## src/rtl/mult_pkg.sv

```systemverilog
// Shared definitions for the sequential shift-add multiplier.
package mult_pkg;

    typedef enum logic [1:0] {
        IDLE = 2'd0,
        RUN  = 2'd1,
        DONE = 2'd2
    } state_t;

    // Width of a down-counter that must hold the value w: ceil(log2(w+1)).
    function automatic int cnt_width(input int w);
        int n;
        n = 0;
        for (int i = 0; i < 32; i++) begin
            if ((64'd1 << n) < 64'(w + 1)) n = n + 1;
        end
        return n;
    endfunction

endpackage

```

## src/rtl/seq_mult.sv

```systemverilog
// Radix-2 sequential multiplier: one multiplier bit per cycle, LSB first,
// signed operands handled as sign + magnitude and re-negated at the end.
module seq_mult
    import mult_pkg::*;
#(
    parameter int WIDTH     = 8,
    parameter int SIGNED_EN = 1
) (
    input  logic               clk,
    input  logic               reset_n,
    input  logic               start,
    input  logic               signed_mode,
    input  logic [WIDTH-1:0]   a,
    input  logic [WIDTH-1:0]   b,
    output logic               busy,
    output logic               done,
    output logic [2*WIDTH-1:0] product
);

    localparam int CW = cnt_width(WIDTH);

    state_t              state, state_nxt;
    logic [CW-1:0]       cnt;
    logic [2*WIDTH:0]    acc;     // {partial sum (WIDTH), multiplier (WIDTH+1)}
    logic [WIDTH:0]      mcand;
    logic                neg;

    logic                smode;
    logic [WIDTH:0]      a_ext, b_ext, a_mag, b_mag;
    logic [WIDTH:0]      sum;
    logic [2*WIDTH:0]    acc_step;
    logic [2*WIDTH-1:0]  mag;

    assign smode = (SIGNED_EN != 0) && signed_mode;

    // Magnitudes in WIDTH+1 bits so -2^(WIDTH-1) negates without overflow.
    always_comb begin
        a_ext = {smode & a[WIDTH-1], a};
        b_ext = {smode & b[WIDTH-1], b};
        a_mag = a_ext[WIDTH] ? (~a_ext + 1'b1) : a_ext;
        b_mag = b_ext[WIDTH] ? (~b_ext + 1'b1) : b_ext;
    end

    // One shift-add step: the partial sum stays below 2^WIDTH after each
    // shift, so WIDTH+1 bits carry the addition without loss. After WIDTH
    // steps the product sits in acc[2*WIDTH:1].
    always_comb begin
        sum      = {1'b0, acc[2*WIDTH:WIDTH+1]} + (acc[0] ? mcand : '0);
        acc_step = {sum, acc[WIDTH:1]};
        mag      = acc[2*WIDTH:1];
    end

    assign busy = (state == RUN);
    assign done = (state == DONE);

    // State register.
    always_ff @(posedge clk or negedge reset_n) begin
        if (!reset_n) state <= IDLE;
        else          state <= state_nxt;
    end

    // Next-state logic; the unused encoding falls back to IDLE.
    always_comb begin
        state_nxt = state;
        case (state)
            IDLE, DONE: state_nxt = start ? RUN : IDLE;
            RUN:        if (cnt == '0) state_nxt = DONE;
            default:    state_nxt = IDLE;
        endcase
    end

    // Datapath: latch operands on acceptance, step while counting, publish
    // the signed result on the edge that enters DONE.
    always_ff @(posedge clk or negedge reset_n) begin
        if (!reset_n) begin
            cnt     <= '0;
            acc     <= '0;
            mcand   <= '0;
            neg     <= 1'b0;
            product <= '0;
        end else begin
            case (state)
                IDLE, DONE: begin
                    if (start) begin
                        mcand <= a_mag;
                        acc   <= {{WIDTH{1'b0}}, b_mag};
                        cnt   <= CW'(WIDTH);
                        neg   <= smode & (a[WIDTH-1] ^ b[WIDTH-1]);
                    end
                end
                RUN: begin
                    if (cnt != '0) begin
                        acc <= acc_step;
                        cnt <= cnt - 1'b1;
                    end else begin
                        product <= neg ? (~mag + 1'b1) : mag;
                    end
                end
                default: ;
            endcase
        end
    end

endmodule

```

## config.mk

```make
export PLATFORM = sky130hd
export DESIGN_NAME = seq_mult
export DESIGN_NICKNAME = d
export VERILOG_FILES = /design/src/rtl/mult_pkg.sv /design/src/rtl/seq_mult.sv
export SDC_FILE = /design/constraint.sdc
export NUM_CORES = 1
export LEC_CHECK = 0
export CAP_MARGIN = 20
export CORE_ASPECT_RATIO = 1.4
export CORE_MARGIN = 1
export CORE_UTILIZATION = 35
export DETAILED_ROUTE_END_ITERATION = 6
export PLACE_DENSITY_LB_ADDON = 0.12
export SETUP_SLACK_MARGIN = 0.5
export SYNTH_ARGS = -nofsm -noshare
export SYNTH_HDL_FRONTEND = slang
export SYNTH_SLANG_ARGS = --single-unit
export TNS_END_PERCENT = 5
```

## constraint.sdc

```tcl
create_clock -name clk -period 2.72 [get_ports clk]
set_input_delay 0.544 -clock clk [delete_from_list [all_inputs] [get_ports clk]]
set_output_delay 0.544 -clock clk [all_outputs]
set_load 0.005 [all_outputs]
```

==> impl_metrics.yaml <==
sta:
  relSlewSlack_pct: 56.94
  setup_viol: 0
  fin_worst_skew_ns: 0.006634
  slew_viol_final: 0
  finalSetupTns_ns: 0
  layout_worst_path_cycle_share_pct: 78.93
  rsz0062_at_grt: "true"
  final_hold_viol_count: 0
  fin_crit_ns: 2.147
  hold_ws_ns: 0.2554
  max_freq_mhz: 465.8
  tightestPinTransition_ns: 0.6459
cts:
  cts_buffers: 5
  clk_latency_ns: 0.30
  htreeDepth: 2
  cts_tree: "yes"
  clock_path_buffers: 2
  clock-sinks: 49
  cts.repair.resized: 1
  cts_setup_buffers: 0
  cts_hold_buf: 0
  root_buffer: "clkbuf_8"
  clkTransAtPathRegs_ns: 0.09
power:
  power.total_w: 0.003576
  ir_drop_mv: 0.3387
  power-per-cell-area_mw_per_mm2: 1020
  leakage_nw: 1.529
synth:
  synth.area.top_cells: "dfrtp_1 43%, o21ai_0 9.0%, nand2_1 6.7%, xor2_1 6.5%, ha_1 5.3%"
  yosysTopAreaCellShare_pct: 43.17
  yosysSeqAreaShare_pct: 43.17
  synth_area_per_cell_um2: 8.988
  syn-instance-count: 316
  yosysWarnings: 0
  yosysTopAreaCell: "dfrtp_1"
  synth_cell_types: 36
  syn-cell-area_mm2: 0.002840
  ys_ff_latch: 49
  syn-num-nets: 349
detailed_routing:
  num_vias: 2270
  drt_iter0_drc: 78
  drc: 0
  drt_pre_antenna_iters: 4
  post_drt_via_cell_ratio: 4.946
  routed_wl_um: 5820
  antenna_left: 0
  wl_per_cell_um: 12.68
global_route:
  grtUsageTotal_pct: 15.30
  grt_first_pass_wirelength_um: 10290
  gr-total-overflow: 0
  grt_max_degree: 34
  antenna_found_initial: 0
  first_global_vias: 2180
floorplanning:
  fp.coreArea_mm2: 0.007797
  dieWidth_um: 78.14
  die_y_um: 108.6
  die-area_mm2: 0.008484
  num_io_pins: 38
  rows: 38
  initial_core_util_pct: 36.42
place:
  numPortBuffers: 37
  postPlaceCellArea_mm2: 0.003353
  place.gp.congestion: 0.7957
  hpwl_um: 4461
hold_path:
  hp-class: "primary input to asynchronous set/reset pin"
finish:
  ff_latch_area_mm2: 0.001229
  antennaDiodeCount: 0
  fillers: 798
  fin_area_mm2: 0.003505
  multiInputGateArea_mm2: 0.001553
  drive_gt1_share_pct: 8.914
  nets: 391
  final_util_pct: 44.95
  areaGrowthSynthToFinish_pct: 23.39
setup_path:
  critPathMaxStageDelay_ns: 0.47
  crit_family: "simple AND/OR/NAND/NOR gates"
  required_ns: 2.91
  critPathArrivalTime_ns: 2.34
  slowest_stage: "or4b_4"
  cp_cell_sequence: "inv_1 > ha_1 > or4b_4 > or3_4 > o41ai_4 > xor2_1 > o21ai_1"
  end_kind: "flop"
  crit_type: "flop to flop"
  cp-start-kind: "flop"
  timing.critical_path.buf_inv: 1
  crit_fanout: 6
flow_run:
  max-cap-violations: 0
run_status:
  status: "completed"
worst register-to-register path, delay by kind of cell, from the launching register on:
kind | cells | cell delay [ns]
AOI/OAI and AO/OA | 2 | 0.32
xor gates and xnor gates | 1 | 0.19
adders and majority gates | 1 | 0.17
buffers and inverters | 1 | 0.07
DFF | 1 | 0.44
and+or+nand+nor | 2 | 0.85
cells by family after synthesis:
group,count (synthesis),synth area share [%]
AO/OA/AOI/OAI,87,18.63
buffers and inverters,25,3.304
XOR/XNOR,32,9.868
flip-flops,49,43.17
multiplexers,3,1.057
AND/OR/NAND/NOR,107,17.97
adder cells (fa/ha/maj),13,5.991
metal layers:
| metal | track usage [%] | up-vias | share of wire, % |
|---|---|---|---|
| met5 | 0 | - | 0 |
| met4 | 5.159 | 0 | 1.5 |
| met3 | 2.278 | 5 | 3.6 |
| met2 | 25.94 | 51 | 50 |
| met1 | 19.83 | 1035 | 45 |
| li1 | - | 1179 | - |
path summary, 6_finish.rpt:
| kind | to | depth (start not counted) | start | slack (ns) |
|---|---|---|---|---|
| setup / recovery | product[10] | 7 | acc[2] | 0.57 |
| hold / removal | acc[13] | 1 | reset_n | 0.26 |
| setup reg to reg | product[10] | 7 | acc[2] | 0.57 |
| hold reg to reg | mcand[6] | 2 | mcand[6] | 0.48 |
| max in group asynchronous | product[9] | 2 | reset_n | 1.85 |
| min in group clk | mcand[6] | 2 | mcand[6] | 0.48 |
registers in the layout, indices dropped and copies added, names as in the netlist:
name and count:
cnt 4, product 16, mcand 9, acc 17, state 2, neg 1
synth_stat cells:
library cell  number
clkbuf_1           9
or4_4              3
or3_1              2
o31ai_1            3
and2_1             9
buf_1              1
nor3b_1            1
xor2_1            21
nor2b_1            3
ha_1              12
inv_1             15
nand3_1           14
a21o_1             2
a211oi_1           4
o41ai_2            1
o21ai_0           51
nor2_1            12
dfrtp_1           49
nand2b_1           5
o31ai_2            2
a31oi_1            5
o211ai_1           2
o21ai_1            4
a21oi_1            8
xnor2_1           11
o41ai_1            1
nor3_1             4
fa_1               1
a22oi_1            2
nand2_1           51
or4_1              1
o41ai_4            1
nor4_1             1
o21bai_1           1
or4b_1             1
mux2i_1            3
cell usage in the layout (no fill, tap or decap), types with 2 or more instances in the layout:
| cell | n |
|---|---|
| a22oi_1 | 2 |
| inv_2 | 2 |
| a31oi_1 | 5 |
| a211oi_1 | 3 |
| a21o_1 | 2 |
| mux2i_1 | 3 |
| o31ai_1 | 2 |
| nand2b_1 | 5 |
| dfrtp_1 | 47 |
| and2_1 | 9 |
| xor2_1 | 21 |
| nor2b_1 | 3 |
| buf_4 | 8 |
| o21ai_1 | 4 |
| nor3_1 | 4 |
| o41ai_4 | 2 |
| clkbuf_8 | 6 |
| dfrtp_2 | 2 |
| nor2_1 | 12 |
| o211ai_1 | 2 |
| ha_1 | 12 |
| nand3_1 | 14 |
| inv_1 | 13 |
| nand2_1 | 51 |
| o21ai_0 | 51 |
| xnor2_1 | 11 |
| a21oi_1 | 8 |
| clkdlybuf4s50_1 | 36 |
| o31ai_2 | 3 |
| or4_4 | 3 |
layout make-up:
| cell class | instances | share of cell area, % |
|---|---|---|
| Clock buffer | 7 | 2.463 |
| Clock inverter | 1 | 0.8568 |
| Inverter | 15 | 1.607 |
| Multi-Input combinational cell | 242 | 44.31 |
| Sequential cell | 49 | 35.06 |
| Tap cell | 100 | 3.570 |
| Timing Repair Buffer | 45 | 12.14 |
metrics by stage:
| step | worst slack (ns) | cells |
|---|---|---|
| floorplan | 0.6467 | 316 |
| global placement | 0.5048 | 451 |
| detailed placement | 0.4746 | 451 |
| CTS | 0.4672 | 459 |
| global route | 0.4610 | 459 |
| finish | 0.5730 | 459 |
where the power goes:
group / total [W] / switching, W / internal, W
clock: 0.000539 / 0.000239 / 0.000300
combinational: 0.00164 / 0.000821 / 0.000817
sequential: 0.00140 / 0.000350 / 0.00105
(Power assumes the default switching activity.)
